**config.mk**
```make
export PLATFORM = sky130hd
export DESIGN_NAME = us_ip_rx_demux
export DESIGN_NICKNAME = d
export VERILOG_FILES = /design/src/rtl/us_ip_rx_demux.sv
export SDC_FILE = /design/constraint.sdc
export NUM_CORES = 1
export LEC_CHECK = 0
export CORE_AREA = 2 2 168 170
export DETAILED_ROUTE_END_ITERATION = 10
export DIE_AREA = 0 0 170 172
export PLACE_DENSITY = 0.8
export RECOVER_POWER = 50
export SYNTH_ARGS = -nofsm -noshare
export SYNTH_HDL_FRONTEND = slang
export SYNTH_SLANG_ARGS = --single-unit
```
**constraint.sdc**
```tcl
create_clock -name rx_axis_aclk -period 6.6 [get_ports rx_axis_aclk]
set_input_delay 0.66 -clock rx_axis_aclk [delete_from_list [all_inputs] [get_ports rx_axis_aclk]]
set_output_delay 0.66 -clock rx_axis_aclk [all_outputs]
set_load 0.01 [all_outputs]
```
**src/rtl/us_ip_rx_demux.sv**
```systemverilog
// IP payload receive demultiplexer: routes whole packets to one of NUM_CH AXIS
// outputs by protocol code, with optional per-channel byte swap and drop/error counters.
module us_ip_rx_demux #(
    parameter int                   DATA_W   = 64,
    parameter int                   NUM_CH   = 2,
    parameter logic [NUM_CH*16-1:0] CH_PROTO = {16'h0001, 16'h0011},
    parameter logic [NUM_CH-1:0]    CH_BSWAP = 2'b01,
    localparam int                  KEEP_W   = DATA_W / 8
) (
    input  logic                     rx_axis_aclk,
    input  logic                     rx_axis_reset,
    input  logic [DATA_W-1:0]        s_axis_tdata,
    input  logic [KEEP_W-1:0]        s_axis_tkeep,
    input  logic                     s_axis_tvalid,
    output logic                     s_axis_tready,
    input  logic                     s_axis_tuser,
    input  logic                     s_axis_tlast,
    input  logic [15:0]              recv_type,
    input  logic [31:0]              recv_src_ip_addr,
    input  logic [31:0]              recv_dst_ip_addr,
    output logic [NUM_CH*DATA_W-1:0] m_axis_tdata,
    output logic [NUM_CH*KEEP_W-1:0] m_axis_tkeep,
    output logic [NUM_CH-1:0]        m_axis_tvalid,
    input  logic [NUM_CH-1:0]        m_axis_tready,
    output logic [NUM_CH-1:0]        m_axis_tuser,
    output logic [NUM_CH-1:0]        m_axis_tlast,
    output logic [31:0]              ip_mode_src_addr,
    output logic [31:0]              ip_mode_dst_addr,
    output logic [31:0]              drop_pkt_cnt,
    output logic [31:0]              err_pkt_cnt
);

    localparam int CH_W = (NUM_CH > 1) ? $clog2(NUM_CH) : 1;

    typedef enum logic [1:0] {
        IDLE,
        FWD,
        DROP
    } state_t;

    state_t              state;
    logic [CH_W-1:0]     sel;

    // Single shared output register; out_oh doubles as the one-hot valid vector.
    logic [NUM_CH-1:0]   out_oh;
    logic [DATA_W-1:0]   out_data;
    logic [KEEP_W-1:0]   out_keep;
    logic                out_last;
    logic                out_user;

    logic                hit;
    logic [CH_W-1:0]     match_ch;
    logic [CH_W-1:0]     route_ch;
    logic [NUM_CH-1:0]   route_oh;
    logic                do_swap;
    logic [DATA_W-1:0]   sw_data;
    logic [KEEP_W-1:0]   sw_keep;
    logic                out_rdy;
    logic                out_busy;
    logic                accept;
    logic                load;

    always_comb begin
        hit      = 1'b0;
        match_ch = '0;
        for (int unsigned i = 0; i < NUM_CH; i++) begin
            if (!hit && recv_type == CH_PROTO[16*i +: 16]) begin
                hit      = 1'b1;
                match_ch = CH_W'(i);
            end
        end
    end

    assign route_ch = (state == IDLE) ? match_ch : sel;

    always_comb begin
        route_oh = '0;
        do_swap  = 1'b0;
        for (int unsigned i = 0; i < NUM_CH; i++) begin
            if (route_ch == CH_W'(i)) begin
                route_oh[i] = 1'b1;
                do_swap     = CH_BSWAP[i];
            end
        end
    end

    always_comb begin
        sw_data = '0;
        sw_keep = '0;
        for (int unsigned k = 0; k < KEEP_W; k++) begin
            sw_data[8*k +: 8] = s_axis_tdata[8*(KEEP_W-1-k) +: 8];
            sw_keep[k]        = s_axis_tkeep[KEEP_W-1-k];
        end
    end

    assign out_rdy  = |(out_oh & m_axis_tready);
    assign out_busy = (|out_oh) & ~out_rdy;

    // An unmatched first beat waits for the output like any other first beat.
    assign s_axis_tready = ~rx_axis_reset & ((state == DROP) | ~out_busy);
    assign accept        = s_axis_tvalid & s_axis_tready;
    assign load          = accept & (((state == IDLE) & hit) | (state == FWD));

    always_ff @(posedge rx_axis_aclk) begin
        if (rx_axis_reset) begin
            state            <= IDLE;
            sel              <= '0;
            out_oh           <= '0;
            out_data         <= '0;
            out_keep         <= '0;
            out_last         <= 1'b0;
            out_user         <= 1'b0;
            ip_mode_src_addr <= '0;
            ip_mode_dst_addr <= '0;
            drop_pkt_cnt     <= '0;
            err_pkt_cnt      <= '0;
        end else begin
            if (load) begin
                out_oh   <= route_oh;
                out_data <= do_swap ? sw_data : s_axis_tdata;
                out_keep <= do_swap ? sw_keep : s_axis_tkeep;
                out_last <= s_axis_tlast;
                out_user <= s_axis_tuser;
            end else if (out_rdy) begin
                out_oh <= '0;
            end

            case (state)
                IDLE: begin
                    if (accept) begin
                        if (hit) begin
                            sel              <= match_ch;
                            ip_mode_src_addr <= recv_src_ip_addr;
                            ip_mode_dst_addr <= recv_dst_ip_addr;
                            if (s_axis_tlast) begin
                                if (s_axis_tuser && err_pkt_cnt != '1)
                                    err_pkt_cnt <= err_pkt_cnt + 32'd1;
                            end else begin
                                state <= FWD;
                            end
                        end else if (s_axis_tlast) begin
                            if (drop_pkt_cnt != '1)
                                drop_pkt_cnt <= drop_pkt_cnt + 32'd1;
                        end else begin
                            state <= DROP;
                        end
                    end
                end
                FWD: begin
                    if (accept && s_axis_tlast) begin
                        state <= IDLE;
                        if (s_axis_tuser && err_pkt_cnt != '1)
                            err_pkt_cnt <= err_pkt_cnt + 32'd1;
                    end
                end
                DROP: begin
                    if (accept && s_axis_tlast) begin
                        state <= IDLE;
                        if (drop_pkt_cnt != '1)
                            drop_pkt_cnt <= drop_pkt_cnt + 32'd1;
                    end
                end
                default: state <= IDLE;
            endcase
        end
    end

    always_comb begin
        m_axis_tdata  = '0;
        m_axis_tkeep  = '0;
        m_axis_tvalid = out_oh;
        m_axis_tlast  = '0;
        m_axis_tuser  = '0;
        for (int unsigned i = 0; i < NUM_CH; i++) begin
            if (out_oh[i]) begin
                m_axis_tdata[DATA_W*i +: DATA_W] = out_data;
                m_axis_tkeep[KEEP_W*i +: KEEP_W] = out_keep;
                m_axis_tlast[i]                  = out_last;
                m_axis_tuser[i]                  = out_user;
            end
        end
    end

endmodule

```
==> flow_summary.yaml <==
pwr:
  power_frac_clock_pct: 47.1
  p_int_w: 0.00218
  p_comb_share_pct: 8.8
  leakage_nw: 6.31
  p_sw_w: 0.000657
  p_per_area_nw_per_um2: 167
  ir_drop_v: 0.000217
  pwr-share-seq_pct: 44.1
  switching_share_pct: 23.2
cts:
  cts-resized-gates: 0
  cts_htree_levels: 1
  cts_tree: "done"
  cts.sinks: 207
  cts_root_buf: "clkbuf_16"
  postCtsHoldBufs: 0
  post_cts_buffers: 0
  insertion_delay_ns: 0.52
  clockBufferDepth: 3
  cts_buffers: 25
  clkTransAtPathRegs_ns: 0.06
sta:
  finalHoldViolCount: 0
  slew-limit-headroom_pct: -37.9
  fin_crit_ns: 4.59
  setup_tns_ns: 0
  clock_skew_ns: 0.0114
  fmax_mhz: 218
  drv_slew: 62
  grt_setup_unrepaired: "no"
  worstMarginPinSlew_ns: 2.07
  worst_slack_ns: 2.01
  finalCritPeriodShare_pct: 69.5
  finalSetupViolCount: 0
placed_design:
  io_buffers: 437
  dpl_worst_slack_ns: 2.58
  dpl.hpwl_mm: 29.1
  dp.cells: 2169
  gp_congestion: 0.849
yosys:
  yosysWarningCount: 0
  synth-seq-cells: 207
  synth_area_leaders: "dfxtp_1 (35%), and2_1 (8.1%), nand3_1 (7.5%), a32o_1 (6.1%), nand2_1 (5.4%)"
  seq_area_frac_synth_pct: 35.1
  yosys.area.top_type: "dfxtp_1"
  async_reset_ff_share_pct: 0
  synthDistinctLibCells: 51
  synth_edf_count: 0
  synth.avg_cell_area_um2: 7.79
  synth_ff_type: "dfxtp_1"
  synth_nets: 1681
  synthCells: 1517
  synth.cell_area_um2: 11800
  synth_top_area_share_pct: 35.1
cells_and_area:
  drive_gt1_share_pct: 4.66
  multiInputGateArea_um2: 7090
  layout.nets: 2015
  seqCellArea_um2: 4150
  syn_to_final_growth_pct: 43.9
  final_core_utilization_pct: 61.9
  fillers: 2375
  finalNonFillerCells: 2220
  final_common_cell: "clkdlybuf4s50_1"
  mostFrequentLayoutCells: "clkdlybuf4s50_1 (241), dfxtp_1 (206), dlygate4sd3_1 (194)"
drt:
  wirelength_mm: 42.3
  firstDrtPassIters: 5
  ant_nets: 0
  wl_per_cell_um: 19.1
  drtIter0Drc: 1237
  avgViaCountPerCell: 5.90
  num_vias: 13099
  route.detailed.drc: 0
global_route:
  grt_start_max_net_pins: 97
  grt_pass1_wl_mm: 64.5
  antenna_found_initial: 4
  grtUsageTotal_pct: 27.1
  first_global_vias: 11645
  gr-total-overflow: 0
worst_setup_path:
  cp.arrival_ns: 5.05
  cp_slowest_cell: "clkbuf_1"
  cp_max_fo: 61
  crit_path_start_kind: "flip-flop"
  worstPathRequired_ns: 7.06
  crit_path_end_kind: "flip-flop"
  crit_family: "buffers and inverters"
  crit_type: "flip-flop to flip-flop"
  worst-path-buf-inv: 2
  crit_chain: "clkbuf_1 > o21ba_2 > a21oi_1 > o21a_2 > nor2_4 > buf_4 > a32o_1"
  critPathMaxStageDelay_ns: 1.52
flow_run:
  drv_cap: 1
floorplanning:
  pin_count: 438
  core_um2: 27500
  row_count: 61
  die_w_um: 170
  start_util_pct: 43.0
  die-area_um2: 29200
  dieHeight_um: 172
run_status:
  violations: "capacitance limit, slew limit"
  outcome: "finished, violations left"
hold_path:
  min_path_type: "flip-flop to flip-flop"
worst paths after layout:
kind,end,cells after the start,slack (ns),startpoint
hold / removal,ip_mode_dst_addr[17],2,0.45,ip_mode_dst_addr[17]
setup / recovery,out_data[26],7,2.01,m_axis_tvalid[0]
hold reg to reg,ip_mode_dst_addr[17],2,0.45,ip_mode_dst_addr[17]
setup reg to reg,out_data[26],7,2.01,m_axis_tvalid[0]
worst register-to-register path, cell delays in order (launching register included):
cell and delay, ns:
dfxtp_1 0.63, clkbuf_1 1.52, o21ba_2 0.40, a21oi_1 0.16, o21a_2 0.25, nor2_4 0.87, buf_4 0.51, a32o_1 0.18
registers in the layout (all words and copies together) (netlist names):
register          count
m_axis_tvalid         2
sel                   1
out_user              1
state                 2
drop_pkt_cnt         32
out_keep              8
ip_mode_dst_addr     32
out_data             64
out_last              1
ip_mode_src_addr     32
err_pkt_cnt          32
metrics by stage:
stage	hold WS (ns)	power [W]	cell area (um^2)
after floorplan	0.440	0.00139	11800
after global placement	0.437	0.00152	16200
after detailed placement	0.443	0.00152	16200
after CTS	0.451	0.00286	17000
after global routing	0.464	0.00294	17000
final	0.445	0.00284	17000
kinds of logic (layout without fill, tap and decap cells):
kind of cell | count (synthesis) | in the layout | share of synthesized area (%)
buffers and inverters | 157 | 508 | 5.18
AND/OR/NAND/NOR | 738 | 738 | 34.2
multiplexers | 21 | 21 | 1.97
flip-flops | 207 | 207 | 35.1
AO/OA/AOI/OAI | 389 | 389 | 23.1
other | 0 | 6 | 0
adder cells (fa/ha/maj) | 5 | 5 | 0.529
per-layer routing:
metal | up-vias | track usage [%] | share of wire (%)
li1 | 6201 | - | -
met1 | 6267 | 33.8 | 40
met2 | 533 | 44.2 | 48
met3 | 96 | 7.12 | 8.5
met4 | 2 | 11.7 | 3.6
met5 | - | 0 | 0.038
cell usage after synthesis, drive strengths merged, types with 2 or more instances:
master	number
a211o	72
a211oi	2
a21o	2
a21oi	110
a32o	72
and2	153
and3	8
and4	11
buf	20
clkbuf	126
dfxtp	207
ha	5
inv	11
mux2	18
mux2i	3
nand2	169
nand3	178
nand4	20
nor2	27
nor2b	91
nor3	10
nor4	20
nor4b	3
o21a	3
o21ai	86
o311ai	4
o31a	3
o31ai	27
or3	11
or4	33
or4b	2
power by group through the flow:
| stage | clock (W) | combinational [W] | sequential [W] |
|---|---|---|---|
| after floorplan | 0 | 0.000107 | 0.00128 |
| after global placement | 0 | 0.000240 | 0.00128 |
| after detailed placement | 0 | 0.000246 | 0.00128 |
| after CTS | 0.00136 | 0.000248 | 0.00125 |
| after global routing | 0.00142 | 0.000271 | 0.00125 |
| final | 0.00133 | 0.000249 | 0.00125 |
area by class of cell:
class,instances,share of cell area [%]
diodes,6,0.0883
clock buffers,38,4.32
clock inverters,6,0.346
inverters,11,0.243
multi-input cells,1153,41.7
flip-flops and latches,207,24.4
well taps,346,2.55
repair buffers,453,26.4
(Power assumes the default switching activity.)
